`src/rtl/hazard_unit.sv`:
```
// -----------------------------------------------------------------------------
// hazard_unit
//
// Decode-side producer of the pipeline destination-register stream. Keeps a
// three-deep shadow of the instructions in EX, MEM and WB ({valid, dest,
// is_load}), publishes their destinations to the forwarding unit, and raises
// the pipeline control signals:
//   stall  - load-use hazard: hold PC and IF/ID, inject a bubble into EX
//   flush  - taken branch in EX: squash the IF/ID instruction
//   freeze - data memory busy: every pipeline register holds
//
// Priority: RST > mem_busy > ex_branch_taken > load-use.
//
// Ports:
//   CLK, RST          clock; synchronous active-high reset
//   id_valid          decode stage holds a real instruction
//   id_rs, id_rt      decode source registers
//   id_wsel           decode destination register (0 = no write)
//   id_is_load        decode instruction is a load
//   ex_branch_taken   branch in EX resolved taken
//   mem_busy          data memory not ready
//   write1/2/3        EX/MEM/WB destination (0 when the entry is invalid)
//   stall/flush/freeze pipeline control outputs
//
// Optional build macro HAZARD_STATS_EN adds saturating 32-bit event counters
// stall_cnt, flush_cnt and freeze_cnt (cycles with the output at 1).
// -----------------------------------------------------------------------------
module hazard_unit #(
  parameter int REG_W = 5
) (
  input  logic             CLK,
  input  logic             RST,
  input  logic             id_valid,
  input  logic [REG_W-1:0] id_rs,
  input  logic [REG_W-1:0] id_rt,
  input  logic [REG_W-1:0] id_wsel,
  input  logic             id_is_load,
  input  logic             ex_branch_taken,
  input  logic             mem_busy,
  output logic [REG_W-1:0] write1,
  output logic [REG_W-1:0] write2,
  output logic [REG_W-1:0] write3,
  output logic             stall,
  output logic             flush,
  output logic             freeze
`ifdef HAZARD_STATS_EN
  ,
  output logic [31:0]      stall_cnt,
  output logic [31:0]      flush_cnt,
  output logic [31:0]      freeze_cnt
`endif
);

  typedef struct packed {
    logic             valid;
    logic [REG_W-1:0] dest;
    logic             is_load;
  } entry_t;

  typedef enum logic [1:0] {
    RUN     = 2'd0,
    FREEZE  = 2'd1,
    LDSTALL = 2'd2
  } state_t;

  localparam entry_t BUBBLE = '{valid: 1'b0, dest: '0, is_load: 1'b0};

  entry_t ex_q, mem_q, wb_q;
  state_t state_q, state_d;
  logic   load_use;

  // Hazard against the load currently in EX. A load into $zero never
  // produces a value, so it cannot be a producer.
  assign load_use = id_valid && ex_q.valid && ex_q.is_load &&
                    (ex_q.dest != '0) &&
                    ((ex_q.dest == id_rs) || (ex_q.dest == id_rt));

  // Control outputs. The LDSTALL gate is redundant with the bubble that a
  // stall places in EX, but makes the single-cycle stall explicit.
  assign freeze = !RST && mem_busy;
  assign flush  = !RST && !mem_busy && ex_branch_taken;
  assign stall  = !RST && !mem_busy && !ex_branch_taken && load_use &&
                  (state_q != LDSTALL);

  // Destinations come straight from the entry flops; reset forces them to 0
  // in the reset cycle itself.
  assign write1 = (!RST && ex_q.valid)  ? ex_q.dest  : '0;
  assign write2 = (!RST && mem_q.valid) ? mem_q.dest : '0;
  assign write3 = (!RST && wb_q.valid)  ? wb_q.dest  : '0;

  // Next-state logic.
  // NOTE: state_d gets a default before any branch so no path leaves it
  // unassigned; otherwise a latch would be inferred.
  always_comb begin
    state_d = RUN;
    if (mem_busy)   state_d = FREEZE;
    else if (stall) state_d = LDSTALL;
  end

  // NOTE: sequential state uses non-blocking assignments so every flop
  // samples the pre-edge values, which is what makes the shift WB<=MEM<=EX
  // correct regardless of statement order.
  always_ff @(posedge CLK) begin
    if (RST) begin
      state_q <= RUN;
      ex_q    <= BUBBLE;
      mem_q   <= BUBBLE;
      wb_q    <= BUBBLE;
    end else begin
      state_q <= state_d;
      if (!mem_busy) begin
        wb_q  <= mem_q;
        mem_q <= ex_q;
        if (stall || ex_branch_taken || !id_valid)
          ex_q <= BUBBLE;
        else
          ex_q <= '{valid: 1'b1, dest: id_wsel, is_load: id_is_load};
      end
    end
  end

`ifdef HAZARD_STATS_EN
  // Saturating event counters; each counts cycles with its output high.
  always_ff @(posedge CLK) begin
    if (RST) begin
      stall_cnt  <= '0;
      flush_cnt  <= '0;
      freeze_cnt <= '0;
    end else begin
      if (stall  && (stall_cnt  != 32'hFFFF_FFFF)) stall_cnt  <= stall_cnt  + 32'd1;
      if (flush  && (flush_cnt  != 32'hFFFF_FFFF)) flush_cnt  <= flush_cnt  + 32'd1;
      if (freeze && (freeze_cnt != 32'hFFFF_FFFF)) freeze_cnt <= freeze_cnt + 32'd1;
    end
  end
`endif

endmodule
```
`config.mk`:
```
export PLATFORM = sky130hd
export DESIGN_NAME = hazard_unit
export DESIGN_NICKNAME = d
export VERILOG_FILES = /design/src/rtl/hazard_unit.sv
export SDC_FILE = /design/constraint.sdc
export NUM_CORES = 1
export LEC_CHECK = 0
export CORE_MARGIN = 1
export CORE_UTILIZATION = 43
export CTS_BUF_LIST = sky130_fd_sc_hd__clkbuf_4 sky130_fd_sc_hd__clkbuf_8 sky130_fd_sc_hd__clkbuf_16
export DETAILED_ROUTE_END_ITERATION = 10
export PLACE_DENSITY = 0.84
export SYNTH_ARGS = -nofsm -noshare
export SYNTH_HDL_FRONTEND = slang
export SYNTH_SLANG_ARGS = --single-unit
```
`constraint.sdc`:
```
create_clock -name CLK -period 1.65 [get_ports CLK]
set_input_delay 0.4125 -clock CLK [delete_from_list [all_inputs] [get_ports CLK]]
set_output_delay 0.4125 -clock CLK [all_outputs]
set_load 0.05 [all_outputs]
```
== After elaboration in Yosys (flattened, before gate mapping) ==
Cells that the tools add are included.

* Equal/unequal tests: 3
* Reductions and logical operators: 22
* Mux-type cells: 6

{| class="wikitable"
|+ Operators with widths
! operator !! number
|-
| 5-bit 2-to-1 mux || 3
|-
| 1-bit logical AND || 13
|-
| 5-bit == test || 2
|-
| 7-bit 2-to-1 mux || 1
|-
| 5-bit nonzero test || 1
|-
| 1-bit logical NOT || 4
|-
| 1-bit logical OR || 3
|-
| 2-bit 2-to-1 mux || 1
|-
| 2-bit != test (second input constant) || 1
|-
| 2-bit OR reduction || 1
|-
| 1-bit 2-to-1 mux || 1
|}

* Output and inout bits: 18
* Flip-flop bits (word level): 21
* Input bits: 21

== Depth between registers and ports, before layout ==
Gate-level depths: netlist (run 1).

* Depth in word-level cells: 9
* Gate-level depth with buffers: 5
* Mapped depth without buffers: 5

== Worst setup path after synthesis (run 1) ==
OpenSTA, ideal clock, no wires.

* Kind: in2out
* Start: input mem_busy
* End: output flush
* Path buffers: 2
* Slack: -0.681 ns
* Stages on the path: 3
* Data arrival time: 1.918 ns
* Cells stage by stage: buf_6 buf_2 nor3b_1

* Longest elaborated chain between the ends: 3

{| class="wikitable"
|+ Ends and longest elaborated chain
! what !! line !! source
|-
| start: declaration || 39 || <nowiki>input logic mem_busy,</nowiki>
|-
| 1-bit logical NOT || - ||
|-
| 1-bit logical AND (2 in a row) || 81 || <nowiki>assign flush = !RST && !mem_busy && ex_branch_taken;</nowiki>
|-
| end: declaration || 44 || <nowiki>output logic flush,</nowiki>
|}

No other way between the ends.

== Worst setup path after layout (run 1) ==
* Start: register ex_q[4] in the netlist's numbering
* End: output stall

* Longest elaborated chain between the ends: 5
* Elaborated cells on any way between the ends: 8

{| class="wikitable"
|+ Ends and longest elaborated chain
! what !! line !! source
|-
| start: declaration || 68 || <nowiki>entry_t ex_q, mem_q, wb_q;</nowiki>
|-
| start signal: assignment || 117 || <nowiki>ex_q <= '{valid: 1'b1, dest: id_wsel, is_load: id_is_load};</nowiki>
|-
| 5-bit == test or 5-bit nonzero test (tied branches) || 76, 75 ||
|-
| 1-bit logical OR or 1-bit logical AND (tied branches) || 76, 74 ||
|-
| 1-bit logical AND * || 75 || <nowiki>(ex_q.dest != '0) &&</nowiki>
|-
| 1-bit logical AND * (2 in a row) || 82 || <nowiki>assign stall = !RST && !mem_busy && !ex_branch_taken && load_use &&</nowiki>
|-
| end: declaration || 43 || <nowiki>output logic stall,</nowiki>
|}

Mark *: on every way between the ends. The rest lies on a longest branch, timed or not.

==> metrics.cfg, run 1 <==
[logic_synthesis]
synthTopCellsByCount=dfxtp_1 (21), nor2_1 (17), and2_1 (14)
synthCells=116
synth-seq-cells=21
synthArstFlopShare_pct=0
synth_edf_count=0
synth_fp_nets=137
seq_area_frac_synth_pct=39.0
ys_warn_count=0
synth_flop_cell=dfxtp_1
synth.most_common_cell=dfxtp_1
synth_cell_type_count=22
synth.largest_area_cell=dfxtp_1
yosys-top-cells-area=dfxtp_1 (39%), mux2i_1 (11%), and2_1 (8.1%)
synth_top_area_share_pct=39.0
syn_avg_cell_area_um2=9.30
synth_area_um2=1080

[clock_network]
cts_tree=done
htreeDepth=1
cts_buffers=3
path_clk_slew_ns=0.12
cts_sinks=21
clock_path_buffers=2
clockRootBuffer=clkbuf_4
clock_latency_ns=0.32

[floorplan]
num_rows=17
start_util_pct=46.9
pin_count=39
dieArea_um2=2710
die_w_um=52.1
fp.dieH_um=52.1
core_um2=2300

[drt]
routed_wl_um=3150
avgViaCountPerCell=5.13
vias=1015
wl_per_cell_um=15.9
drc=0
drtIter0Drc=20
first_pass_iters=4
antenna_left=0

[placement]
routabilityCongestion=0.725
dp_cells=192
port_buffers=38
dp_hpwl_um=2220

[timing]
clock.fmax_ghz=0.539
rsz0062_at_grt=yes
slew-limit-headroom_pct=77.4
fin_crit_sh_pct=112
hold_viol=0
layout_setup_ws_ns=-0.206
fin_skew_ns=0.00695
tightestPinTransition_ns=0.338
drv_slew=0
setup_viol=4
min_period_ns=1.86

[outcome]
failed_checks=setup timing
outcome=finished with violations

[worst_setup_path]
r2r_slack_ns=0.11
rr_endpoint=ex_q[1]
slowest_stage=dfxtp_2
required_ns=1.24
critical_path_class=flop to output pin
crit_arrival_ns=1.44
path_max_fanout=4
end_kind=output pin
cp_slowest_stage_delay_ns=0.37
cp_cell_sequence=nor3_1 > nand2_1 > nand4_4 > nor2_4 > buf_12
reg2regPathDepth=6
start_kind=flop
r2r-start=ex_q[5]

[global_route]
antenna_found_initial=0
grt_max_degree=13
grt_pass1_vias=1032
grt.total_usage_pct=23.8
grt_pass1_wl_um=4620
grt.overflow.total=0

[final_layout]
area_delta_synth_final_pct=77.1
fin_nets=192
n_antenna_cell=0
fin_cells=198
fin_util_pct=83.2
drive_gt1_share_pct=50.0

[flow_run]
drv_cap=0

[hold_path]
holdPathStages=2
min_from=ex_q[0]
holdPathEnd=ex_q[0]
hold_class=flop to flop

[pwr]
leakagePower_nw=0.851
power_density_nw_per_um2=500
peakVddDrop_mv=0.553

## area by class of cell
cell class	count	area (µm²)
Clock buffer	3	22.5
Clock inverter	1	5.00
Fill cell	123	387
Inverter	6	22.5
Multi-Input combinational cell	84	716
Sequential cell	21	438
Tap cell	28	35.0
Timing Repair Buffer	55	672
## registers in the layout (all words and copies together), names as in the netlist
name     cells
ex_q         7
state_q      2
mem_q        6
wb_q         6
## cell usage in the layout, fill, tap and decap left out
cell              n
a22oi_2           1
and2_1            1
and2_2            1
and2_4           13
and4bb_2          1
buf_12           18
buf_2             1
buf_4            16
buf_6             1
clkbuf_4          3
clkdlybuf4s15_1   1
clkdlybuf4s50_1   6
clkinv_2          1
dfxtp_1          13
dfxtp_2           5
dfxtp_4           3
dlygate4sd2_1    12
inv_1             6
mux2i_1          12
nand2_1           8
nand2_2           1
nand2b_1          1
nand4_4           1
nor2_1           16
nor2_4            1
nor2b_1           1
nor2b_4           4
nor3_1            1
nor3_2            2
nor3b_4           1
nor4b_4           1
o21ai_2           6
o21ai_4           1
xor2_1            7
xor2_2            3
## worst max-delay path by stage
stage,startpoint,to,slack [ns],cells past startpoint
final,ex_q[4],stall,-0.21,5
after floorplan,mem_busy,stall,-0.05,4
after global placement,RST,stall,-0.39,5
after CTS,ex_q[5],stall,-0.21,5
after global routing,ex_q[3],stall,-0.27,5
after detailed placement,RST,write3[1],-0.46,4
## metrics by stage
| step | setup TNS [ns] | hold slack, ns | setup WS [ns] | total power [mW] | cell area, µm² |
|---|---|---|---|---|---|
| after CTS | -0.249 | 0.482 | -0.206 | 0.948 | 1850 |
| final | -0.366 | 0.476 | -0.206 | 0.956 | 1910 |
| after floorplan | -0.0564 | 0.421 | -0.0485 | 0.619 | 1120 |
| after global routing | -0.664 | 0.511 | -0.271 | 0.995 | 1910 |
| after global placement | -8.55 | 0.441 | -0.393 | 0.698 | 1770 |
| after detailed placement | -10.31 | 0.461 | -0.463 | 0.705 | 1770 |
## power by group
group          leakage (nW)  internal (mW)  switching [mW]
sequential            0.175          0.512         0.00859
combinational         0.659         0.0917          0.0849
clock                0.0177         0.0909           0.167
total                 0.851          0.695           0.261
## timing repair
item / CTS / global route
setup buffers: 1 / 1
hold buffers: 0 / 0
setup endpoints to repair: 25 / 17
pin swaps: 10 / 5
gates resized for setup: 38 / 18
## logic make-up after synthesis
logic type             after synthesis  synth area share [%]
buffers and inverters               11                  6.03
AO/OA/AOI/OAI                        8                  7.54
XOR/XNOR                            10                  8.12
flip-flops                          21                  39.0
multiplexers                        12                  11.1
AND/OR/NAND/NOR                     54                  28.2
## critical path, delay by kind of cell (launching register included)
| kind | cells | cell delay (ns) |
|---|---|---|
| buf+inv | 1 | 0.15 |
| flops | 1 | 0.37 |
| simple gates | 4 | 0.61 |
## per-layer routing
| metal | global-route usage (%) | wire length (µm) | vias to the layer above |
|---|---|---|---|
| li1 | - | - | 479 |
| met1 | 23.0 | 1220 | 501 |
| met2 | 47.6 | 1780 | 28 |
| met3 | 6.14 | 96 | 7 |
| met4 | 7.21 | 45 | 0 |
| met5 | 0 | 0 | - |
Note: power is estimated with default switching activity, not from simulation.
==> run 2, diff against run 1 <==
--- a/config.mk
+++ b/config.mk
@@ -9,7 +9,7 @@
 export CORE_UTILIZATION = 43
 export CTS_BUF_LIST = sky130_fd_sc_hd__clkbuf_4 sky130_fd_sc_hd__clkbuf_8 sky130_fd_sc_hd__clkbuf_16
 export DETAILED_ROUTE_END_ITERATION = 10
-export PLACE_DENSITY = 0.84
+export PLACE_DENSITY_LB_ADDON = 0.25
 export SYNTH_ARGS = -nofsm -noshare
 export SYNTH_HDL_FRONTEND = slang
 export SYNTH_SLANG_ARGS = --single-unit
==> run 2 against run 1 <==
Net effect:
- the flow still finishes with violations (setup timing)
- worst hold slack worse by 0.0040 ns
- final area is 1.4% higher
- setup slack worse by 0.024 ns
- cell count increased by 2.0%
- clock power about the same
- global-route usage decreased by 1.3 points
- via count fell by 1.9%
==> metrics.cfg, run 2 (synthesized netlist as in run 1, its figures left out) <==
[outcome]
outcome=finished with violations
failed_checks=setup timing

[pwr]
peakVddDrop_mv=0.490  ; -11%
power.internal_uw=700  ; +0.76%
power_density_nw_per_um2=497  ; -0.74%
power_uw=963  ; +0.70%
pwr-share-comb_pct=18.8  ; +0.3 points
swShare_pct=27.2  ; -0.047 points
power_frac_seq_pct=54.1  ; -0.4 points
power.share.clock_pct=27.1  ; about the same
switchingPower_uw=262  ; +0.52%
leakagePower_nw=0.871  ; +2.3%

[placement]
dp_hpwl_um=2050  ; -7.6%
port_buffers=38  ; unchanged
pre_cts_ws_ns=-0.459  ; +0.00392 ns
routabilityCongestion=0.743  ; +2.5%

[timing]
rsz0062_at_grt=yes
hold_ws_ns=0.472  ; -0.00396 ns
layout_setup_ws_ns=-0.230  ; -0.0238 ns
clock.fmax_ghz=0.532  ; -1.3%
hold_viol=0  ; unchanged
fin_skew_ns=0.0108  ; +0.00384 ns
min_period_ns=1.88  ; +0.0238 ns
tns_ns=-0.371  ; -0.00515 ns
fin_crit_sh_pct=114  ; +1.4 points
setup_viol=6  ; +2
drv_slew=0  ; unchanged
tightestPinTransition_ns=0.254  ; -0.0836 ns
slew-limit-headroom_pct=83.0  ; +5.6 points

[final_layout]
largest_reg_flops=7  ; unchanged
top_register=ex_q
drive_gt1_share_pct=50.0  ; unchanged
fillerInstances=125  ; +1.6%
reg_top3=ex_q: 7 flops, mem_q: 6 flops, wb_q: 6 flops
area_delta_synth_final_pct=79.7
n_antenna_cell=0  ; unchanged
fin_nets=196  ; +2.1%
layout_common_cells=buf_12 (19), buf_4 (19), nor2_1 (16), dfxtp_1 (13)

[worst_setup_path]
cp_cell_sequence=dlygate4sd2_1 > xor2_2 > nor3_2 > a22oi_2 > nor2_4 > buf_12
start_kind=input port
critical_path_class=input port to output pin
r2r_slack_ns=0.06  ; -0.05 ns
required_ns=1.24  ; about the same
path_max_fanout=2  ; -2
end_kind=output pin
slowest_stage=dlygate4sd2_1
rr_endpoint=ex_q[1]
crit_arrival_ns=1.47  ; +0.03 ns
reg2regPathDepth=8  ; +2
r2r-start=ex_q[5]
cp_slowest_stage_delay_ns=0.26  ; -0.11 ns

[drt]
avgViaCountPerCell=4.93  ; -3.8%
dr_wl_met2_um=1520  ; -15%
drtIter0Drc=9  ; -55%
drc=0  ; unchanged
vias=996  ; -1.9%
wl_met1_um=1290  ; +5.0%
routed_wl_um=2940  ; -6.6%
highest_layer=met4
wl_per_cell_um=14.6  ; -8.5%
first_pass_iters=4  ; unchanged
antenna_left=0  ; unchanged
met3_length_um=95  ; -1.0%

[hold_path]
hold_class=flop to flop
holdPathEnd=ex_q[0]
holdPathStages=2  ; unchanged
min_from=ex_q[0]

[floorplan]
pin_count=39  ; unchanged
num_rows=17  ; unchanged
core_um2=2300  ; unchanged
fp.dieH_um=52.1  ; unchanged
dieArea_um2=2710  ; unchanged
die_w_um=52.1  ; unchanged
start_util_pct=46.9  ; unchanged

[clock_network]
htreeDepth=1  ; unchanged
cts_tree=done
clock_latency_ns=0.32  ; about the same
cts_buffers=3  ; unchanged
clockRootBuffer=clkbuf_4
cts_sinks=21  ; unchanged
path_clk_slew_ns=0.13  ; about the same
clock_path_buffers=2  ; unchanged

[global_route]
grt.total_usage_pct=22.5  ; -1.3 points
grt_max_degree=13  ; unchanged
grt_pass1_wl_um=4300  ; -7.0%
grt.overflow.total=0  ; unchanged
antenna_found_initial=0  ; unchanged
grt_pass1_vias=976  ; -5.4%

[flow_run]
drv_cap=0  ; unchanged

[run 2: final cells by class]
type                    count  area (µm²)  area share, %
well taps                  28        35.0           1.81
flip-flops and latches     21         438           22.6
inverters                   6        22.5           1.16
clock inverters             1        5.00          0.258
clock buffers               3        22.5           1.16
multi-input cells          84         701           36.2
repair buffers             59         714           36.9
[run 2: repair_timing]
| item | CTS | global route |
|---|---|---|
| endpoints found under the setup margin | 25 | 24 |
| setup buffers | 6 | 3 |
| hold endpoints to repair | 0 | 0 |
| gates resized for setup | 38 | 15 |
| pin swaps | 9 | 4 |
| hold buffers | 0 | 0 |
[run 2: worst max-delay path by stage]
stage,from,to
after global placement,RST,stall
after CTS,ex_q[3],stall
after floorplan,mem_busy,stall
after global routing,ex_q[1],stall
final,id_rs[2],stall
after detailed placement,RST,stall
[run 2: worst max-delay path, delay by kind of cell]
family / cells / cell delay (ns)
compound gates: 1 / 0.13
buf+inv: 2 / 0.40
simple gates: 2 / 0.35
xor+xnor: 1 / 0.18
[run 2: power groups by stage]
stage               sequential [mW]  combinational (mW)  clock (mW)
CTS                           0.521               0.171       0.262
floorplan                     0.533              0.0861           0
finish                        0.520               0.181       0.261
global placement              0.535               0.162           0
detailed placement            0.535               0.168           0
global route                  0.522               0.191       0.298
[run 2: through the flow]
step	cells	util (%)	instance area, µm²
floorplan	116	-	1120
global placement	190	76.6	1760
detailed placement	190	76.6	1760
CTS	200	81.4	1870
global route	202	84.4	1940
finish	202	84.4	1940
[run 2: metal layers]
layer	track usage [%]	vias up
met4	9.46	0
met2	39.7	26
met3	3.80	4
met1	26.3	480
li1	-	486
met5	0	-
==> run 3, diff against run 2 <==
--- a/config.mk
+++ b/config.mk
@@ -9,7 +9,7 @@
 export CORE_UTILIZATION = 43
 export CTS_BUF_LIST = sky130_fd_sc_hd__clkbuf_4 sky130_fd_sc_hd__clkbuf_8 sky130_fd_sc_hd__clkbuf_16
 export DETAILED_ROUTE_END_ITERATION = 10
-export PLACE_DENSITY_LB_ADDON = 0.25
+export PLACE_DENSITY_LB_ADDON = 0.2
 export SYNTH_ARGS = -nofsm -noshare
 export SYNTH_HDL_FRONTEND = slang
 export SYNTH_SLANG_ARGS = --single-unit
==> run 3 against run 2 <==
Net effect:
- the flow still finishes with violations (setup timing)
- combinational power up 6%
- critical path type unchanged
- clock skew down 0.0059 ns
- register-to-register slack worse by 0.09 ns
- largest cell class unchanged
- largest power group unchanged
- total power up 1.1%
- setup slack better by 0.048 ns
- clock power about the same
- critical endpoint unchanged
- worst hold slack worse by 0.15 ns
- sequential power about the same
- clock-buffer cell count up 1
- first-iteration DRC count up 33%
- critical path depth unchanged
- cell count up 0.50%
==> metrics.cfg, run 3 (synthesized netlist as in run 1, its figures left out) <==
[outcome]
outcome=finished with violations
failed_checks=setup timing

[hold_path]
holdPathEnd=wb_q[6]
min_from=RST
holdPathStages=2  ; unchanged
hold_class=input port to flop

[clock_network]
clockRootBuffer=clkbuf_4
clock_path_buffers=2  ; unchanged
clock_latency_ns=0.30  ; -0.02 ns
htreeDepth=1  ; unchanged
cts_tree=done
cts_buffers=3  ; unchanged
path_clk_slew_ns=0.11  ; -0.02 ns
cts_hold_buffers=0  ; unchanged
cts_sinks=21  ; unchanged

[final_layout]
fillerInstances=115  ; -8.0%
top_register=ex_q
area_delta_synth_final_pct=84.7
multi_input_area_um2=724  ; +3.4%
reg_top3=ex_q: 7 flops, mem_q: 6 flops, wb_q: 6 flops
final_common_cell=buf_12
layout_common_cells=buf_12 (20), buf_4 (18), nor2_1 (16), and2_4 (14), dfxtp_1 (13)
largest_reg_flops=7  ; unchanged
final_cell_area_um2=1990  ; +2.8%
n_antenna_cell=0  ; unchanged
seqCellArea_um2=438  ; unchanged
fin_nets=197  ; +0.51%
drive_gt1_share_pct=52.6  ; +2.6 points

[worst_setup_path]
crit_arrival_ns=1.42  ; -0.05 ns
required_ns=1.24  ; about the same
path_max_fanout=2  ; unchanged
r2r-start=ex_q[1]
critical_path_class=input port to output pin
r2r_slack_ns=-0.03  ; -0.09 ns
start_kind=input port
reg2regPathDepth=9  ; +1
rr_endpoint=ex_q[3]
end_kind=output pin

[pwr]
swShare_pct=25.1  ; -2.1 points
leakagePower_nw=0.885  ; +1.6%
power.share.clock_pct=26.9  ; -0.2 points
pwr-share-comb_pct=19.6  ; +0.8 points
peakVddDrop_mv=0.555  ; +13%
switchingPower_uw=244  ; -6.8%
power_frac_seq_pct=53.5  ; -0.6 points
power.internal_uw=729  ; +4.1%
power_density_nw_per_um2=489  ; -1.6%

[global_route]
grt_pass1_wl_um=4350  ; +1.3%
grt.total_usage_pct=22.5  ; unchanged
grt_max_degree=14  ; +1
grt_pass1_vias=1033  ; +5.8%
grt.overflow.total=0  ; unchanged
antenna_found_initial=0  ; unchanged

[drt]
first_pass_iters=4  ; unchanged
antenna_left=0  ; unchanged
wl_per_cell_um=13.5  ; -7.4%
drtIter0Drc=12  ; +3
drc=0  ; unchanged
routed_wl_um=2740  ; -7.0%
vias=976  ; -2.0%
avgViaCountPerCell=4.81  ; -2.5%

[placement]
place_area_um2=1770  ; +0.85%
dp_hpwl_um=1980  ; -3.8%
port_buffers=38  ; unchanged
routabilityCongestion=0.721  ; -3.0%

[floorplan]
dieArea_um2=2710  ; unchanged
start_util_pct=46.9  ; unchanged
pin_count=39  ; unchanged
core_um2=2300  ; unchanged
die_w_um=52.1  ; unchanged
fp.dieH_um=52.1  ; unchanged
num_rows=17  ; unchanged

[flow_run]
drv_cap=0  ; unchanged

[timing]
setup_viol=9  ; +3
hold_ws_ns=0.326  ; -0.146 ns
layout_setup_ws_ns=-0.181  ; +0.0484 ns
hold_viol=0  ; unchanged
slew-limit-headroom_pct=81.5  ; -1.5 points
min_period_ns=1.83  ; -0.0484 ns
clock.fmax_ghz=0.546  ; +2.6%
tns_ns=-0.473  ; -0.102 ns
fin_crit_sh_pct=111  ; -2.9 points
drv_slew=0  ; unchanged
fin_skew_ns=0.00486  ; -0.00593 ns
tightestPinTransition_ns=0.277  ; +0.0223 ns
rsz0062_at_grt=yes

-- run 3: cell types whose count changed in the layout (fill, tap and decap cells not counted), moves of 2 or more --
cell / previous run / this run
and2_4: 12 / 14
buf_6: 1 / 3
dlygate4sd2_1: 12 / 10
xor2_1: 8 / 6
xor2_2: 2 / 4
-- run 3: stage by stage --
| stage | power [mW] | util [%] | worst slack, ns | cells |
|---|---|---|---|---|
| 6_report | 0.974 | 86.7 | -0.181 | 203 |
| 5_1_grt | 1.01 | 86.7 | -0.239 | 203 |
| 4_1_cts | 0.963 | 82.3 | -0.194 | 199 |
| 3_5_place_dp | 0.703 | 77.2 | -0.409 | 192 |
| 3_3_place_gp | 0.699 | 77.2 | -0.387 | 192 |
| 2_1_floorplan | 0.619 | - | -0.0485 | 116 |
-- run 3: routing by layer --
metal | vias up | share of wire (%) | wire length (µm) | track usage, %
met3 | 2 | 4.1 | 112 | 5.56
met1 | 464 | 40 | 1080 | 23.6
met2 | 22 | 56 | 1520 | 42.9
met5 | - | 0 | 0 | 0
met4 | 0 | 0.58 | 16 | 6.76
li1 | 488 | - | - | -
-- run 3: how the worst max path moves through the flow --
stage	startpoint	to	slack, ns	depth (start not counted)
floorplan	mem_busy	stall	-0.05	4
finish	id_rs[0]	stall	-0.18	6
global placement	RST	freeze	-0.39	4
detailed placement	RST	flush	-0.41	5
global route	ex_q[5]	stall	-0.24	5
CTS	ex_q[5]	stall	-0.19	5
-- run 3: critical path, cell delays in order --
cell and delay [ns]:
dlygate4sd2_1 0.26, xor2_2 0.18, nor3_2 0.18, a22oi_2 0.13, nor2_4 0.11, buf_12 0.14
-- run 3: power groups by stage --
| stage | clock (mW) | combinational (mW) | sequential [mW] |
|---|---|---|---|
| 2_1_floorplan | 0 | 0.0861 | 0.533 |
| 3_3_place_gp | 0 | 0.165 | 0.534 |
| 3_5_place_dp | 0 | 0.169 | 0.534 |
| 4_1_cts | 0.268 | 0.173 | 0.522 |
| 5_1_grt | 0.287 | 0.203 | 0.522 |
| 6_report | 0.262 | 0.191 | 0.521 |
-- run 3: what timing repair did --
item | CTS | global route
setup endpoints to repair | 25 | 16
buffers inserted | 4 | 4
pin swaps | 13 | 11
gates resized for setup | 43 | 24
-- run 3: final cells by class --
class                      instances  share of cell area (%)
sequential                        21                    22.0
clock buffer                       4                    1.51
tap                               28                    1.76
timing repair buffer              60                    37.2
inverter                           6                    1.13
multi-input combinational         84                    36.4
